File: src/rtl/mac_arb_pkg.sv
// Shared types and helpers for the MAC frame arbiter and its round-robin picker.
package mac_arb_pkg;

    // Arbiter phases: waiting for a requester, streaming a frame, draining the result.
    typedef enum logic [1:0] {
        IDLE     = 2'd0,
        STREAM   = 2'd1,
        WAIT_RES = 2'd2
    } arb_state_t;

    // Width of a requester index; never less than one bit.
    function automatic int id_width(input int n);
        return (n > 1) ? $clog2(n) : 1;
    endfunction

endpackage

File: src/rtl/rr_pick.sv
// Rotate-priority encoder: first set request at or after ptr+1, wrapping modulo NREQ.
module rr_pick
    import mac_arb_pkg::*;
#(
    parameter  int NREQ = 4,
    localparam int IDW  = id_width(NREQ)
) (
    input  logic [NREQ-1:0] req,
    input  logic [IDW-1:0]  ptr,
    output logic [IDW-1:0]  gnt_idx,
    output logic            any
);

    // Scan NREQ positions starting just after the last-served requester.
    always_comb begin
        // NOTE: every output gets a default before the loop so no path leaves it unassigned (no latch).
        gnt_idx = '0;
        any     = 1'b0;
        for (int k = 1; k <= NREQ; k++) begin
            if (!any && req[(int'(ptr) + k) % NREQ]) begin
                any     = 1'b1;
                gnt_idx = IDW'((int'(ptr) + k) % NREQ);
            end
        end
    end

endmodule

File: src/rtl/mac_frame_arbiter.sv
// Round-robin frame scheduler sharing one fixed_mac between NREQ operand requesters.
// A grant lasts a whole frame; the accumulated result is returned tagged with id and beat count.
module mac_frame_arbiter
    import mac_arb_pkg::*;
#(
    parameter  int NREQ = 4,
    parameter  int WA   = 12,
    parameter  int WB   = 8,
    parameter  int WO   = 45,
    parameter  int WCNT = 16,
    localparam int IDW  = id_width(NREQ)
) (
    input  logic               clk,
    input  logic               reset,
    input  logic [NREQ-1:0]    req_valid,
    output logic [NREQ-1:0]    req_ready,
    input  logic [NREQ*WA-1:0] req_a,
    input  logic [NREQ*WB-1:0] req_b,
    input  logic [NREQ-1:0]    req_last,
    output logic [WA-1:0]      mac_a_data,
    output logic [WB-1:0]      mac_b_data,
    output logic               mac_a_valid,
    output logic               mac_b_valid,
    input  logic               mac_a_ready,
    input  logic               mac_b_ready,
    output logic               mac_a_last,
    output logic               mac_b_last,
    input  logic [WO-1:0]      mac_out_data,
    input  logic               mac_out_valid,
    output logic               mac_out_ready,
    input  logic               mac_overflow,
    input  logic               mac_underflow,
    output logic [WO-1:0]      res_data,
    output logic               res_valid,
    input  logic               res_ready,
    output logic [IDW-1:0]     res_id,
    output logic [WCNT-1:0]    res_beats,
    output logic               res_overflow,
    output logic               res_underflow,
    output logic               busy
);

    arb_state_t      state, state_next;
    logic [IDW-1:0]  grant;
    logic [IDW-1:0]  ptr;
    logic [WCNT-1:0] beats;
    logic [IDW-1:0]  pick_idx;
    logic            pick_any;
    logic            beat_acc;
    logic            res_hs;

    rr_pick #(.NREQ(NREQ)) u_pick (
        .req     (req_valid),
        .ptr     (ptr),
        .gnt_idx (pick_idx),
        .any     (pick_any)
    );

    assign beat_acc = (state == STREAM) && req_valid[grant] && mac_a_ready && mac_b_ready;
    assign res_hs   = (state == WAIT_RES) && mac_out_valid && res_ready;
    assign busy     = (state != IDLE);

    // Both MAC channels carry the same beat, so their handshake sidebands are identical.
    assign mac_b_valid = mac_a_valid;
    assign mac_b_last  = mac_a_last;

    // State, grant, rotation pointer and saturating beat counter.
    always_ff @(posedge clk or posedge reset) begin
        // NOTE: registers use non-blocking assignments so every flop samples pre-edge values.
        if (reset) begin
            state <= IDLE;
            grant <= '0;
            ptr   <= IDW'(NREQ - 1);
            beats <= '0;
        end else begin
            state <= state_next;
            if (state == IDLE && pick_any) begin
                grant <= pick_idx;
                beats <= '0;
            end
            if (beat_acc && beats != '1) begin
                beats <= beats + 1'b1;
            end
            if (res_hs) begin
                ptr <= grant;
            end
        end
    end

    // Next-state decode plus the operand and result muxes for the current phase.
    always_comb begin
        state_next    = state;
        req_ready     = '0;
        mac_a_valid   = 1'b0;
        mac_a_last    = 1'b0;
        mac_a_data    = '0;
        mac_b_data    = '0;
        mac_out_ready = 1'b0;
        res_valid     = 1'b0;
        res_data      = '0;
        res_id        = '0;
        res_beats     = '0;
        res_overflow  = 1'b0;
        res_underflow = 1'b0;
        case (state)
            IDLE: begin
                if (pick_any) begin
                    state_next = STREAM;
                end
            end
            STREAM: begin
                mac_a_valid      = req_valid[grant];
                mac_a_last       = req_last[grant];
                mac_a_data       = req_a[int'(grant)*WA +: WA];
                mac_b_data       = req_b[int'(grant)*WB +: WB];
                req_ready[grant] = mac_a_ready & mac_b_ready;
                if (beat_acc && req_last[grant]) begin
                    state_next = WAIT_RES;
                end
            end
            WAIT_RES: begin
                mac_out_ready = res_ready;
                res_valid     = mac_out_valid;
                res_data      = mac_out_data;
                res_overflow  = mac_overflow;
                res_underflow = mac_underflow;
                res_id        = grant;
                res_beats     = beats;
                if (res_hs) begin
                    state_next = IDLE;
                end
            end
            default: state_next = IDLE;
        endcase
    end

endmodule

File: config.mk
export PLATFORM = sky130hd
export DESIGN_NAME = mac_frame_arbiter
export DESIGN_NICKNAME = d
export VERILOG_FILES = /design/src/rtl/mac_arb_pkg.sv /design/src/rtl/rr_pick.sv /design/src/rtl/mac_frame_arbiter.sv
export SDC_FILE = /design/constraint.sdc
export NUM_CORES = 1
export LEC_CHECK = 0
export ABC_AREA = 1
export CORE_MARGIN = 1.5
export CORE_UTILIZATION = 33
export DETAILED_ROUTE_END_ITERATION = 16
export GPL_ROUTABILITY_DRIVEN = 0
export GPL_TIMING_DRIVEN = 0
export PLACE_DENSITY = 0.82
export SYNTH_ARGS = -nofsm -noshare
export SYNTH_HDL_FRONTEND = slang
export SYNTH_SLANG_ARGS = --single-unit
export TNS_END_PERCENT = 30
File: constraint.sdc
create_clock -name clk -period 1.75 [get_ports clk]
set_input_delay 0.175 -clock clk [delete_from_list [all_inputs] [get_ports clk]]
set_output_delay 0.175 -clock clk [all_outputs]
set_load 0.1 [all_outputs]
Word-level counts from Yosys, hierarchy flattened. Cells that the tools add are included.

Bits in registers: 22. Bits in latches: 0. RAM bits: 0. ROM bits: 0. Bits of input ports: 141. Output and inout bits: 96. Word-level logic and storage cells: 97. Memories kept: 0.

$add $sub $neg: 5. Multiply operators: 1. Div/mod/pow operators: 0. Order comparisons: 6. Equal/unequal tests: 6. Shift operators: 2. Multiplexer cells: 44. Bitwise logic cells: 6. Reductions and logical operators: 23.

Operator list (count): $mux 16 (3); $shiftx 48x7->12 (1); $mux 45 (1); $shiftx 32x6->8 (1); $mux 1 (21); $add 16x1->16 const B (1); $lt 3x4->1 const B (4); $mux 2 (8); $ne 16x16->1 const B (1); $bmux 1 s2 (6); $logic_and 1x1->1 (12); $mux 12 (1); $mux 8 (1); $reduce_or 2->1 (4); $pmux 2 s3 (1); $add 2x1->2 const B (2); $add 2x2->2 const B (2); $and 1x1->1 const A (4); $and 4x4->4 (1); $mul 2x2->4 const B (1); $mux 4 (1); $ne 2x2->1 const B (2); $reduce_bool 2->1 (2); $logic_not 1->1 (3); other kinds (9) (9).

Longest topological paths before layout.
Word-level depth: 19. Depth in mapped cells: 13. Depth with buffers taken out: 11.

Hierarchy. Synthesis repeated with hierarchy kept, for this count alone.

Cell total of the unflattened synthesis: 529. Area total of the unflattened synthesis: 2879.0 sq um.

Modules (own cells, without submodules): mac_frame_arbiter (instances 1, cells an instance 477, area each 2607.5 sq um, seq. area each 553.0 sq um); rr_pick (instances 1, cells an instance 52, area each 271.5 sq um, seq. area each 0.0 sq um).

Least setup slack after synthesis. Ideal clock, no wire load.

Kind: register -> output. Start: register state[1]. End: output mac_b_last. Arrival: 3.402 ns. Required time: 1.575 ns. Path slack: -1.827 ns. Stages on the path, launching flop included: 5. Path buffers: 1. Path through: dfrtp_1 -> nor2_1 -> inv_1 -> nor3_1 -> buf_4.

Longest elaborated chain between the ends: 2.

Ends and longest elaborated chain: start, declared (RTL line mac_frame_arbiter.sv:43) `arb_state_t state, state_next;`; start signal, assigned (RTL line mac_frame_arbiter.sv:76) `state <= state_next;`; $eq 2x1->1 (RTL line mac_frame_arbiter.sv:105) `case (state)`; $mux 1 (RTL line mac_frame_arbiter.sv:105); end, declared (RTL line mac_frame_arbiter.sv:27) `output logic mac_b_last,`.

Every way passes these cells.

Worst setup path after layout.
Start: register grant[0]. End: output mac_b_data[1].

Longest elaborated chain between the ends: 2.

Ends and longest elaborated chain: start, declared (RTL line mac_frame_arbiter.sv:44) `logic [IDW-1:0] grant;`; start signal, assigned (RTL line mac_frame_arbiter.sv:78) `grant <= pick_idx;`; $shiftx 32x6->8 (RTL line mac_frame_arbiter.sv:115) `mac_b_data = req_b[int'(grant)*WB +: WB];`; $mux 8 (RTL line mac_frame_arbiter.sv:105); end, declared (RTL line mac_frame_arbiter.sv:21) `output logic [WB-1:0] mac_b_data,`.

Every way passes these cells.

==> run summary <==
area of the die = 9035 µm²
Num CTS Buffers = 3
per-cell via count in the routed design = 5.313
post-placement worst setup slack = -1105 ps
Worst Max-Slew Pin Slew = 878.9 ps
portion of total power attributed to sequential cells = 5.7%
share of synthesized area occupied by flip-flops and latches = 19.78%
violated checks = setup timing
number of global-route vias before repair = 4194
vias after detailed routing = 4383
fraction of synthesized cell area taken by the top area cell type = 17.90%
Synth Flop Type = dfrtp_1
final cell area excluding filler cells = 7131 µm²
overall global routing resource usage = 31.17%
share of final-layout standard cells stronger than drive strength 1 = 41.39%
Int Pwr = 0.004820 W
Initial Utilization = 34.03%
largest vdd supply drop = 1.236 mV
final-stage net count = 864
leak pwr = 2.966 nW
max frequency = 517.3 MHz
portion of the clock cycle consumed by the worst path in the final layout = 110.5%
switching fraction of total power = 59.55%
number of clock sinks seen by CTS = 22
flip-flop and latch count after synthesis = 22
initial DRC count = 184
total power per unit cell area = 1671 nW/µm²
post-synthesis net count = 606
drt total wl = 16300 µm
Congestion Overflow GR = 0
Ys Warns = 0
CP Max Fanout = 8
critical path type = reg2out
average cell area after synthesis = 6.027 µm²
maximum clock path buffer count = 2
area of the placeable core = 8217 µm²
post-synthesis cell type with the largest combined area = dfrtp_1
clock slew seen by the registers of the worst setup and hold paths = 80 ps
number of standard-cell rows in the floorplan = 33
layout-stage area growth over the synthesis result = 155.0%
maximum number of pins on one net before global-route repair = 23
count of filler cells inserted in the layout = 410
first-pass GRT wire length = 21540 µm
CTS tree = built
CP Data Required Time = 1570 ps
Die Span Y = 95.06 µm
number of input and output port buffers inserted = 236
max-slew violation total from the final report = 0
slack of the critical path = -183.0 ps
number of different library cells in the post-synthesis netlist = 31
number of violations of the max-capacitance limit = 0
IO Count = 237
Async SR Flop Fraction = 100.0%
hold-fix buffers at CTS = 0
total power consumption of the routed design = 0.01192 W
dominant cell by count in the synthesized netlist = inv_1
combined area of all synthesized cells = 2796 µm²
number of antenna violations at the first check in global routing = 0
combinational power share = 91.6%
kind of path behind the tightest hold check = in2async
Die X-Extent = 95.06 µm
antenna diode count = 0
minimum clock period = 1933 ps
worst hold slack after final layout = 393.1 ps
arrival time worst endpoint = 1760 ps
cells taking the most area after synthesis = dfrtp_1 (18%), nand3_1 (12%), inv_1 (11%)
Detailed Routing Iterations Pass 1 = 5
share of total power in the clock network = 2.7%
routed len/inst = 19.76 µm
number of flops mapped to enable cells by yosys = 0
net switching power figure = 0.007097 W
total number of H-tree levels = 1
Setup Viol. Count Final = 33
HPWL Detailed = 10300 µm
synth cell count leaders = inv_1 (82), nor2_1 (79), nand2_1 (68)
Setup Skew = 3.674 ps
RSZ-0062 raised after global routing = true
worst skew pair latency = 270 ps
area post-placement = 5759 µm²
outcome = finished with violations
clock tree root driver cell = clkbuf_8
Slew Limit Headroom = 41.34%
crit path launch type = register
post-synthesis cell count = 464
final hold violation count = 0
Post-route DRC = 0
Register-to-Register Setup Slack = -20 ps
number of nets with antenna violations after routing = 0
Setup crit end kind = output port
==> state kept, by name (all words and copies together) (netlist names) <==
signal and flops:
beats 16, grant 2, ptr 2, state 2
==> repair_timing <==
action                                  CTS  global route
pin swaps                                 4            14
setup buffers                             4            10
gates resized for setup                 827            87
gates cloned                              2             2
endpoints found under the setup margin   97           103
==> per-layer routing <==
metal,GRT usage (%),wire length (µm)
met2,62.20,8835
met1,32.16,5435
met5,0,0
met4,9.826,735
met3,5.821,1297
==> through the flow <==
stage	utilization, %	instances	TNS [ps]
6_report	86.78	825	-3261
5_1_grt	86.78	825	-6161
4_1_cts	81.48	814	-2179
3_5_place_dp	70.09	805	-79340
3_3_place_gp	70.09	805	-76640
2_1_floorplan	-	464	-22800
==> worst max-delay path, cell delays in order (launching register included) <==
cell and delay, ps:
dfrtp_1 380, buf_6 150, nor2_4 170, buf_4 140
buf_8 110, a22oi_2 90, a31oi_4 230, buf_12 200
==> power groups by stage <==
stage / logic [W] / clock network [W] / registers [W]
2_1_floorplan: 0.00648 / 0 / 0.000654
3_3_place_gp: 0.00816 / 0 / 0.000662
3_5_place_dp: 0.00826 / 0 / 0.000667
4_1_cts: 0.00977 / 0.000320 / 0.000659
5_1_grt: 0.0113 / 0.000347 / 0.000684
6_report: 0.0109 / 0.000327 / 0.000674
==> cell usage in the layout, fill, tap and decap left out, types with 6 or more instances in the layout <==
| master | n |
|---|---|
| a22oi_2 | 19 |
| a31oi_4 | 20 |
| buf_12 | 59 |
| buf_4 | 31 |
| buf_6 | 24 |
| buf_8 | 9 |
| clkbuf_16 | 6 |
| clkbuf_4 | 6 |
| clkbuf_8 | 7 |
| clkdlybuf4s50_1 | 140 |
| dfrtp_1 | 20 |
| inv_1 | 78 |
| nand2_1 | 61 |
| nand2_2 | 6 |
| nand2_4 | 10 |
| nand3_1 | 59 |
| nand3_2 | 15 |
| nor2_1 | 37 |
| nor2_2 | 8 |
| nor2_4 | 39 |
| o21ai_2 | 13 |
| xor2_1 | 10 |
==> cell families (layout without fill, tap and decap cells) <==
logic type | count (synthesis) | in the layout | synth area share (%)
xor gates and xnor gates | 11 | 11 | 3.445
and+or+nand+nor | 248 | 248 | 41.92
DFF | 22 | 22 | 19.78
buffers and inverters | 119 | 375 | 18.52
adders and majority gates | 1 | 1 | 0.4474
AOI/OAI and AO/OA | 63 | 63 | 15.88
==> area by class of cell <==
class,count,area (µm²),share of cell area (%)
plain buffers,30,392.9,5.510
inverters,88,347.8,4.878
clock buffers,3,41.29,0.5790
multi-input cells,323,2555,35.83
flip-flops and latches,22,553.0,7.756
repair buffers,254,3109,43.60
well taps,105,131.4,1.842
==> path summary, 6_finish.rpt <==
path | depth (start not counted) | from | end
hold / removal | 2 | reset | beats[9]$_DFFE_PP0P_
setup / recovery | 7 | grant[0]$_DFFE_PP0P_ | mac_b_data[1]
min in group clk | 1 | beats[0]$_DFFE_PP0P_ | beats[0]$_DFFE_PP0P_
hold reg to reg | 1 | beats[0]$_DFFE_PP0P_ | beats[0]$_DFFE_PP0P_
max in group asynchronous | 2 | reset | beats[6]$_DFFE_PP0P_
setup reg to reg | 12 | ptr[0]$_DFFE_PP1P_ | beats[4]$_DFFE_PP0P_
Note: power is estimated with default switching activity, not from simulation.
